**src/rtl/cdc_fifo_pkg.sv**
```systemverilog
// Shared Gray/binary helpers and defaults for the dual-clock FIFO pointer logic.
// Functions work on a 32-bit container; zero-extended narrower pointers convert correctly.
package cdc_fifo_pkg;

  localparam int ADDR_W_DEF = 3;
  localparam int DEPTH      = 2**ADDR_W_DEF;
  localparam int CONV_W     = 32;

  function automatic logic [CONV_W-1:0] bin2gray(input logic [CONV_W-1:0] b);
    return b ^ (b >> 1);
  endfunction

  // Prefix XOR from the MSB down; leading zeros of a narrow pointer leave the result unchanged.
  function automatic logic [CONV_W-1:0] gray2bin(input logic [CONV_W-1:0] g);
    logic [CONV_W-1:0] b;
    b[CONV_W-1] = g[CONV_W-1];
    for (int i = CONV_W-2; i >= 0; i--) begin
      b[i] = b[i+1] ^ g[i];
    end
    return b;
  endfunction

endpackage

```
**src/rtl/fifo_wr_ptr_ctrl_if.sv**
```systemverilog
// Write-side handshake bundle between the FIFO write port and its pointer controller.
interface fifo_wr_ptr_ctrl_if #(
  parameter int ADDR_W = 3
);
  logic              wr_en;
  logic [ADDR_W:0]   rgray_sync;
  logic              wpush;
  logic [ADDR_W-1:0] waddr;
  logic [ADDR_W:0]   wgray;
  logic              wfull;
  logic              walmost_full;
  logic [ADDR_W:0]   wlevel;
  logic              overflow;

  modport master (
    output wr_en, rgray_sync,
    input  wpush, waddr, wgray, wfull, walmost_full, wlevel, overflow
  );

  modport slave (
    input  wr_en, rgray_sync,
    output wpush, waddr, wgray, wfull, walmost_full, wlevel, overflow
  );
endinterface

```
**src/rtl/fifo_wr_ptr_ctrl.sv**
```systemverilog
// Write-domain pointer, level and full/almost-full flag controller for the dual-clock FIFO.
// Flags are computed from the post-write pointer so the filling write raises wfull on its own edge.
module fifo_wr_ptr_ctrl
  import cdc_fifo_pkg::*;
#(
  parameter int ADDR_W    = 3,
  parameter int AF_THRESH = 6
) (
  input  logic               clk,
  input  logic               rst,
  fifo_wr_ptr_ctrl_if.slave  wif
);

  localparam int PW = ADDR_W + 1;
  localparam logic [ADDR_W:0] AF_LVL = PW'(AF_THRESH);

  logic [ADDR_W:0] wbin_q,  wbin_d;
  logic [ADDR_W:0] wgray_q, wgray_d;
  logic [ADDR_W:0] level_q, level_d;
  logic            wfull_q, wfull_d;
  logic            waf_q,   waf_d;
  logic            ovf_q,   ovf_d;
  logic            wpush;
  logic [ADDR_W:0] rbin;
  logic [ADDR_W:0] rgray_full;

  always_comb begin
    wpush      = wif.wr_en & ~wfull_q;
    wbin_d     = wbin_q + PW'(wpush);
    wgray_d    = PW'(bin2gray(CONV_W'(wbin_d)));
    rbin       = PW'(gray2bin(CONV_W'(wif.rgray_sync)));
    level_d    = wbin_d - rbin;
    // Reader's Gray pointer with the top two bits inverted is where the writer sits when full.
    rgray_full = {~wif.rgray_sync[ADDR_W:ADDR_W-1], wif.rgray_sync[ADDR_W-2:0]};
    wfull_d    = (wgray_d == rgray_full);
    waf_d      = (level_d >= AF_LVL);
    ovf_d      = ovf_q | (wif.wr_en & wfull_q);
  end

  always_ff @(posedge clk) begin
    if (rst) begin
      wbin_q  <= '0;
      wgray_q <= '0;
      level_q <= '0;
      wfull_q <= 1'b0;
      waf_q   <= 1'b0;
      ovf_q   <= 1'b0;
    end else begin
      wbin_q  <= wbin_d;
      wgray_q <= wgray_d;
      level_q <= level_d;
      wfull_q <= wfull_d;
      waf_q   <= waf_d;
      ovf_q   <= ovf_d;
    end
  end

  assign wif.wpush        = wpush;
  assign wif.waddr        = wbin_q[ADDR_W-1:0];
  assign wif.wgray        = wgray_q;
  assign wif.wfull        = wfull_q;
  assign wif.walmost_full = waf_q;
  assign wif.wlevel       = level_q;
  assign wif.overflow     = ovf_q;

endmodule

```
**src/flat_wrapper.sv**
```systemverilog
// flat-port wrapper written by rule: the top's interface ports become plain ports
module fifo_wr_ptr_ctrl_flat import cdc_fifo_pkg::*;
#(
  parameter int ADDR_W    = 3,
  parameter int AF_THRESH = 6
)
  (clk, rst, wif_wr_en, wif_rgray_sync, wif_wpush, wif_waddr, wif_wgray, wif_wfull, wif_walmost_full, wif_wlevel, wif_overflow);
  fifo_wr_ptr_ctrl_if #(.ADDR_W(ADDR_W)) wif_i ();
  input  logic clk;
  input  logic rst;
  input wire logic [$bits(wif_i.wr_en)-1:0] wif_wr_en;
  input wire logic [$bits(wif_i.rgray_sync)-1:0] wif_rgray_sync;
  output wire logic [$bits(wif_i.wpush)-1:0] wif_wpush;
  output wire logic [$bits(wif_i.waddr)-1:0] wif_waddr;
  output wire logic [$bits(wif_i.wgray)-1:0] wif_wgray;
  output wire logic [$bits(wif_i.wfull)-1:0] wif_wfull;
  output wire logic [$bits(wif_i.walmost_full)-1:0] wif_walmost_full;
  output wire logic [$bits(wif_i.wlevel)-1:0] wif_wlevel;
  output wire logic [$bits(wif_i.overflow)-1:0] wif_overflow;
  assign wif_i.wr_en = wif_wr_en;
  assign wif_i.rgray_sync = wif_rgray_sync;
  assign wif_wpush = wif_i.wpush;
  assign wif_waddr = wif_i.waddr;
  assign wif_wgray = wif_i.wgray;
  assign wif_wfull = wif_i.wfull;
  assign wif_walmost_full = wif_i.walmost_full;
  assign wif_wlevel = wif_i.wlevel;
  assign wif_overflow = wif_i.overflow;
  fifo_wr_ptr_ctrl #(.ADDR_W(ADDR_W), .AF_THRESH(AF_THRESH)) u_core (.clk(clk), .rst(rst), .wif(wif_i));
endmodule
```
**config.mk**
```make
export PLATFORM = sky130hd
export DESIGN_NAME = fifo_wr_ptr_ctrl_flat
export DESIGN_NICKNAME = d
export VERILOG_FILES = /design/src/rtl/cdc_fifo_pkg.sv /design/src/rtl/fifo_wr_ptr_ctrl_if.sv /design/src/rtl/fifo_wr_ptr_ctrl.sv /design/src/flat_wrapper.sv
export SDC_FILE = /design/constraint.sdc
export NUM_CORES = 1
export LEC_CHECK = 0
export CAP_MARGIN = 20
export CORE_UTILIZATION = 45
export DETAILED_ROUTE_END_ITERATION = 6
export PLACE_DENSITY_LB_ADDON = 0.3
export SYNTH_ARGS = -nofsm -noshare
export SYNTH_HDL_FRONTEND = slang
export SYNTH_SLANG_ARGS = --single-unit
```
**constraint.sdc**
```tcl
create_clock -name clk -period 5.2 [get_ports clk]
set_input_delay 0.52 -clock clk [delete_from_list [all_inputs] [get_ports clk]]
set_output_delay 0.52 -clock clk [all_outputs]
set_load 0.1 [all_outputs]
```
==> reports/metrics.csv <==
metric;value;unit
grt_pass1_wl;1660;µm
clock-sinks;14;
r2r-end;u_core.wif.walmost_full$_SDFF_PP0_;
worstSetupPathType;in -> out;
drive_above_1_share;4.60;%
htree_levels;1;
synth.top_cells.by_area;dfxtp_1 (44%), xnor2_1 (14%), ha_1 (9.9%);
start_util;48.7;%
syn-num-nets;77;
p_per_area;457;nW/µm²
firstDrtPassIters;6;
track_usage;17.1;%
final_nets;102;
endpoint_kind;output pin;
detail_route.wl_per_cell;10.7;µm
routed_wl;1090;µm
gp_congestion;0.721;
yosysSeqAreaShare;44.3;%
syn-cell-area;633;µm²
viasPerCell;4.49;
fin_crit_sh;55.6;%
min_from;u_core.wif.overflow$_SDFF_PP0_;
synth_top_family_by_area;XOR/XNOR gates;
grt_antenna_before_repair;0;
total_power;0.000402;W
drt-initial-drc-count;7;
clock_path_buffers;2;
syn_area_per_cell;9.89;µm²
violations;design-rule violations;
outcome;finished with violations;
nFillCells;107;
antenna_cells;0;
multi_input_area;334;µm²
ys_types;16;
grt-ovfl-total;0;
synthArstFlopShare;0;%
synth.mux.area_fraction;0;%
reg2reg_from;u_core.wif.wfull$_SDFF_PP0_;
clk_pin_slew;80;ps
synth_xor_area_share;22.1;%
worstSkewPairLatency;270;ps
ant_nets;0;
area_growth_syn_to_layout;39.1;%
r2r_cells;8;
synth-simple-area-share;14.0;%
yosys.area.top_type_share;44.3;%
die_y;39.5;µm
ys.flop_type;dfxtp_1;
core_area;1300;µm²
post_cts_buffers;0;
slew_headroom;34.3;%
post_cts_resized;0;
synth_compound_area_share;3.56;%
p_leak;0.362;nW
io_buffers;21;
max_freq;0.346;GHz
clockRootBuffer;clkbuf_4;
worst_ep_arrival_time;2370;ps
start_kind;input port;
finalCriticalPeriod;2890;ps
cp.required;4680;ps
rsz0062_at_grt;false;
holdPathEnd;u_core.wif.overflow$_SDFF_PP0_;
dpl_cell_area;858;µm²
setup_viol;0;
synth_edf_count;0;
worstHoldPathType;reg -> reg;
dieArea;1560;µm²
regToRegSetupSlack;3010;ps
seq_area;280;µm²
rows;13;
dpl.hpwl;881;µm
cts_tree;done;
drv_slew;0;
hold_ws;486;ps
ctsHoldBuffers;0;
synthAdderAreaFrac;13.0;%
grt_max_degree;16;
post-route-util;67.7;%
die_w;39.5;µm
hold_viol_final;0;
finalSetupTns;0;ps
num_io_pins;22;
cap_violations;0;
skew;0.941;ps
critPathMaxFanout;2;
via_count;458;
peakVddDrop;0.000332;V
grt_pass1_vias;411;
syn_inst;64;
drcViolationCount;2;
cts_made_buffers;3;
yosys_warnings;0;
worst_slew_pin_slew;983;ps
synth-seq-cells;14;
final_area;881;µm²
synth_largest_area_cell;dfxtp_1;
hold_path_depth;2;
state kept, by name, indices dropped and copies added (netlist names):
register                 cells
u_core.wif.wlevel            4
u_core.wif.wgray             4
u_core.wif.walmost_full      1
u_core.wif.overflow          1
u_core.wbin_q                3
u_core.wif.wfull             1
how the worst max path moves through the flow:
stage	startpoint	endpoint	slack, ps	depth (start not counted)
detailed placement	wif_rgray_sync[3]	u_core.wif.walmost_full$_SDFF_PP0_	2300	9
global placement	wif_wr_en	wif_wpush	2330	3
finish	wif_wr_en	wif_wpush	2310	3
floorplan	u_core.wif.wfull$_SDFF_PP0_	u_core.wif.walmost_full$_SDFF_PP0_	1320	8
CTS	wif_wr_en	wif_wpush	2300	3
global route	wif_wr_en	wif_wpush	2250	3
report_power, final:
part	internal, W	switching [W]	total (W)
clock	0.0000268	0.0000312	0.0000580
sequential	0.000123	0.00000465	0.000128
combinational	0.0000577	0.000159	0.000217
total	0.000207	0.000195	0.000402
layout by cell type, fill, tap and decap left out, types with 2 or more instances in the layout:
cell and instances:
a21oi_1 2, clkbuf_4 3, clkdlybuf4s50_1 21, dfxtp_1 14
ha_1 5, inv_1 4, nand2_1 2, nor2_1 11
nor2b_1 2, or3_1 2, xnor2_1 10, xor2_1 6
worst max-delay path, cell delays in order:
cell             delay (ps)
clkdlybuf4s50_1         480
nor2b_1                 210
clkdlybuf4s50_1        1170
per-layer routing:
metal  vias to the layer above  GRT usage, %  wire length [µm]
met5                         -             0                 0
met4                         0          12.9                 0
met3                         0          5.11                36
met2                        13          25.4               540
met1                       196          20.2               518
li1                        249             -                 -
cells in the mapped netlist (all sizes together), types with 2 or more instances:
| master | n |
|---|---|
| nand2 | 2 |
| a21oi | 2 |
| nor2b | 2 |
| dfxtp | 14 |
| inv | 4 |
| or3 | 2 |
| nor2 | 11 |
| xor2 | 6 |
| xnor2 | 10 |
| ha | 5 |
kinds of logic after synthesis:
kind of cell | count (synthesis)
AO/OA/AOI/OAI | 4
XOR/XNOR | 16
adder cells (fa/ha/maj) | 6
buffers and inverters | 5
flip-flops | 14
AND/OR/NAND/NOR | 19
final cells by class:
type	count	share of cell area, %
clock buffer	3	2.56
inverter	4	1.70
multi-input combinational	45	37.9
sequential	14	31.8
tap	15	2.13
timing repair buffer	21	23.9
metrics by stage:
stage | std cells | setup slack (ps)
4_1_cts | 102 | 2300
5_1_grt | 102 | 2250
3_3_place_gp | 99 | 2330
3_5_place_dp | 99 | 2300
6_report | 102 | 2310
2_1_floorplan | 64 | 1320
(Power assumes the default switching activity.)
==> patch 1: new RTL, same flow settings <==
`ADDR_W` is set to 3 in 3 places; all go to 4.
--- a/src/rtl/fifo_wr_ptr_ctrl_if.sv
+++ b/src/rtl/fifo_wr_ptr_ctrl_if.sv
@@ -2,3 +2,3 @@
 interface fifo_wr_ptr_ctrl_if #(
-  parameter int ADDR_W = 3
+  parameter int ADDR_W = 4
 );
--- a/src/rtl/fifo_wr_ptr_ctrl.sv
+++ b/src/rtl/fifo_wr_ptr_ctrl.sv
@@ -5,3 +5,3 @@
 #(
-  parameter int ADDR_W    = 3,
+  parameter int ADDR_W    = 4,
   parameter int AF_THRESH = 6
--- a/src/flat_wrapper.sv
+++ b/src/flat_wrapper.sv
@@ -3,3 +3,3 @@
 #(
-  parameter int ADDR_W    = 3,
+  parameter int ADDR_W    = 4,
   parameter int AF_THRESH = 6
Interface: changed (resized wif_rgray_sync, wif_waddr, wif_wgray and wif_wlevel); port bits go from 22 to 26. No check against the original RTL was run, so the function may have changed too.
==> patch 1 against the original RTL <==
  * Register-to-register slack worse by 0.23 ns
  * Synthesized cell count is 42% higher
  * Area after synthesis is 41% higher
  * Power is 12% higher
  * Sequential cell count is 3 higher
  * Non-clock buffer count is 4 higher
  * Worst setup slack worse by 0.12 ns
  * Design area is 36% higher
  * Fmax is 3.9% lower
  * Cell count is 40% higher
  * Sequential power is 16% higher
  * Sequential share of layout area is 3.4 points lower
  * Count of clock-buffer cells in the layout stayed put
  * Wire length is 49% higher
  * Critical path type is now primary input to register
  * Largest cell class unchanged
  * Highest routed layer unchanged
==> patch 1: results (changes against the original RTL) <==
INFO  metric synth_area_in_compound_gates = 7.69% (was 3.56%)
INFO  metric synth_fa_ha_area_share = 10.6% (was 13.0%)
INFO  metric final.hold.worst_slack = 0.485 ns (was 0.486 ns)
INFO  metric grt_pass1_vias = 598 (was 411)
INFO  metric layout.nets = 134 (was 102)
INFO  metric worst_skew_late_latency = 0.29 ns (was 0.27 ns)
INFO  metric crit_arrival = 3.22 ns (was 2.37 ns)
INFO  metric skew = 0.00701 ns (was 0.000941 ns)
INFO  metric synth_nets = 106 (was 77)
INFO  metric status = finished clean (was complete, but fails checks)
INFO  metric route.vias.total = 690 (was 458)
INFO  metric layout_worst_path_cycle_share = 57.8% (was 55.6%)
INFO  metric placement.setup.worst_slack = 1.91 ns (was 2.30 ns)
INFO  metric grt_max_degree = 18 (was 16)
INFO  metric met2_wire_length = 793 µm (was 540 µm)
INFO  metric final_layout_size_suffix_gt1_share = 6.78% (was 4.60%)
INFO  metric fillerInstances = 160 (was 107)
INFO  metric avgRoutedWirePerCell = 11.4 µm (was 10.7 µm)
INFO  metric layout.non_clock_inverters = 5 (was 4)
INFO  metric ir_drop = 0.230 mV (was 0.332 mV)
INFO  metric cp_max_fo = 3 (was 2)
INFO  metric non_clock_buffer_area_fraction = 20.9% (was 23.9%)
INFO  metric reg2reg_setup_slack = 2.78 ns (was 3.01 ns)
INFO  metric sequential_cell_area_fraction_in_the_yosys_report = 38.0% (was 44.3%)
INFO  metric synth.distinct_cells = 25 (was 16)
INFO  metric die_width = 46.6 µm (was 39.5 µm)
INFO  metric multiplexer_fraction_of_the_synthesized_cell_area = 1.12% (was 0%)
INFO  metric synth_top_cells_by_area = dfxtp_1 (38%), ha_1 (8.4%), nor2_1 (6.3%) (was dfxtp_1 (44%), xnor2_1 (14%), ha_1 (9.9%))
INFO  metric synthesis.area_per_instance = 9.83 µm² (was 9.89 µm²)
INFO  metric area.sequential = 340 µm² (was 280 µm²)
INFO  metric reg2reg_depth = 9 (was 8)
INFO  metric io_buffers = 25 (was 21)
INFO  metric drt_first_pass_iters = 4 (was 6)
INFO  metric gp_congestion = 0.853 (was 0.721)
INFO  metric multiInputCombCellCount = 67 (was 45)
INFO  metric placedInstanceArea = 1170 µm² (was 858 µm²)
INFO  metric final_core_utilization = 66.4% (was 67.7%)
INFO  metric cp-endpoint = u_core.wif.walmost_full (was wif_wpush)
INFO  metric synth_xor_xnor_area_share = 21.3% (was 22.1%)
INFO  metric cell_count_post_placement = 139 (was 99)
INFO  metric detailed_place_hpwl = 1230 µm (was 881 µm)
INFO  metric cts.reportedPaths.clkPinSlew = 0.11 ns (was 0.08 ns)
INFO  metric grtUsageTotal = 16.7% (was 17.1%)
INFO  metric synth.top_cells.by_count = dfxtp_1 (17), nor2_1 (15), nor2b_1 (7) (was dfxtp_1 (14), nor2_1 (11), xnor2_1 (10))
INFO  metric critPathTopFamily = XOR/XNOR gates (was buffers and inverters)
INFO  metric clock_cell_area_share = 2.30% (was 2.56%)
INFO  metric met1Wirelength = 756 µm (was 518 µm)
[patch 1: changes by cell type after synthesis, moves of 3 or more]
cell,unedited run,this run
nor2b_1,2,7
nor3_1,0,5
nor2_1,11,15
xnor2_1,10,6
and3_1,0,3
dfxtp_1,14,17
[patch 1: worst register-to-register path: stages (launching register included)]
cell and delay, ns:
dfxtp_1 0.34, nor2b_1 0.16, ha_1 0.20, ha_1 0.22
xor2_2 0.35, ha_1 0.36, nor2b_1 0.17, o21ai_0 0.20
a21o_1 0.17, a41oi_1 0.11
[patch 1: metal layers]
metal  global-route usage, %  up-vias
li1                        -      356
met1                    21.7      315
met2                    26.4       19
met3                    3.53        0
met4                    7.06        0
met5                       0        -
[patch 1: logic make-up after synthesis]
kind of cell,after synthesis
simple gates,34
xor+xnor,16
buf+inv,7
flops,17
mux,1
fa+ha+maj,7
compound gates,9
[patch 1: power by group]
part / switching (mW) / internal (mW)
clock: 0.0426 / 0.0286
combinational: 0.162 / 0.0690
sequential: 0.00455 / 0.145
==> patch 2: new RTL, same settings <==
Without the edit above. Reset style: asynchronous (`rst`), changed in one clocked block.
--- a/src/rtl/fifo_wr_ptr_ctrl.sv
+++ b/src/rtl/fifo_wr_ptr_ctrl.sv
@@ -39,3 +39,3 @@
 
-  always_ff @(posedge clk) begin
+  always_ff @(posedge clk or posedge rst) begin
     if (rst) begin
Formal check against the unedited RTL: differs if rst is asserted again (counterexample within 4 cycles, from zero or initial values and one cycle with rst high); with rst held inactive, the same outputs for 10 cycles.
==> patch 2 against the original RTL <==
  * Area after synthesis up 11%
  * Die area grew 11%
  * Critical path depth is the same
  * Synthesized cell count is 9.4% lower
  * Design area increased by 8.5%
  * Sequential share of layout area is 4.8 points higher
  * Worst setup slack better by 0.037 ns
  * Wire length is 10% higher
  * First-iteration DRC count is 57% lower
  * Sequential cell count stayed put
  * Largest cell class is now flip-flops and latches
Power is left out: the tool's default activity adds up to more than one toggle a clock period on the data nets, which glitch-free logic cannot reach.
==> patch 2: results (changes against the original RTL) <==
INFO  metric status = finished clean (was complete, but fails checks)
INFO  metric gr-usage-met3 = 3.91% (was 5.11%)
INFO  metric crit_arrival = 2.33 ns (was 2.37 ns)
INFO  metric met2_wire_length = 600 µm (was 540 µm)
INFO  metric max_clock_freq = 0.350 GHz (was 0.346 GHz)
INFO  metric synthesis.area_per_instance = 12.1 µm² (was 9.89 µm²)
INFO  metric min_delay_worst_endpoint = u_core.wif.overflow (unchanged)
INFO  metric grtUsageTotal = 16.7% (was 17.1%)
INFO  metric cell_count_post_placement = 94 (was 99)
INFO  metric synth_nets = 71 (was 77)
INFO  metric timing_worst_slew_pin_value = 0.968 ns (was 0.983 ns)
INFO  metric reg2reg_setup_slack = 2.97 ns (was 3.01 ns)
INFO  metric global_route_wire_length_before_repair = 2190 µm (was 1660 µm)
INFO  metric fin_cells = 97 (was 102)
INFO  metric sequential_cell_area_fraction_in_the_yosys_report = 49.7% (was 44.3%)
INFO  metric detailedRoute.firstIterationViolations = 3 (was 7)
INFO  metric placedInstanceArea = 933 µm² (was 858 µm²)
INFO  metric routed_wl = 1200 µm (was 1090 µm)
INFO  metric drt_first_pass_iters = 2 (was 6)
INFO  metric met1_usage = 22.3% (was 20.2%)
INFO  metric synth_top_cells_by_area = dfrtp_1 (50%), xnor2_1 (9.9%), ha_1 (8.9%) (was dfxtp_1 (44%), xnor2_1 (14%), ha_1 (9.9%))
INFO  metric worstHoldStart = u_core.wif.overflow (unchanged)
INFO  metric skew = 0.00203 ns (was 0.000941 ns)
INFO  metric r2r_end = u_core.wif.walmost_full (unchanged)
INFO  metric async_reset_ff_share = 100% (was 0%)
INFO  metric gp_congestion = 0.704 (was 0.721)
INFO  metric worst_hold_path.num_cells = 1 (was 2)
INFO  metric synth_ff_type = dfrtp_1 (was dfxtp_1)
INFO  metric worstReg2RegStart = u_core.wif.wfull (unchanged)
INFO  metric met3WireLength = 16 µm (was 36 µm)
## patch 2: cell types whose count changed in the layout (fill, tap and decap cells not counted), moves of 4 or more
cell,delta
inv_1,+4
dfrtp_1,+14
nor2_1,-11
dfxtp_1,-14
## patch 2: logic make-up after synthesis
kind of cell | synth area share (%)
buffers and inverters | 4.26
adders and majority gates | 11.7
DFF | 49.7
AOI/OAI and AO/OA | 9.41
xor gates and xnor gates | 21.0
and+or+nand+nor | 3.91
## patch 2: critical path, cell delays in order
cell and delay (ns):
clkdlybuf4s50_1 0.47, nor2b_1 0.19, clkdlybuf4s50_1 1.16
## patch 2: cell type report
type | instances | area, µm² | area share (%)
clock buffers | 3 | 22.5 | 2.36
inverters | 8 | 30.0 | 3.14
multi-input cells | 36 | 324 | 33.9
flip-flops and latches | 14 | 350 | 36.6
well taps | 15 | 18.8 | 1.96
repair buffers | 21 | 210 | 22.0
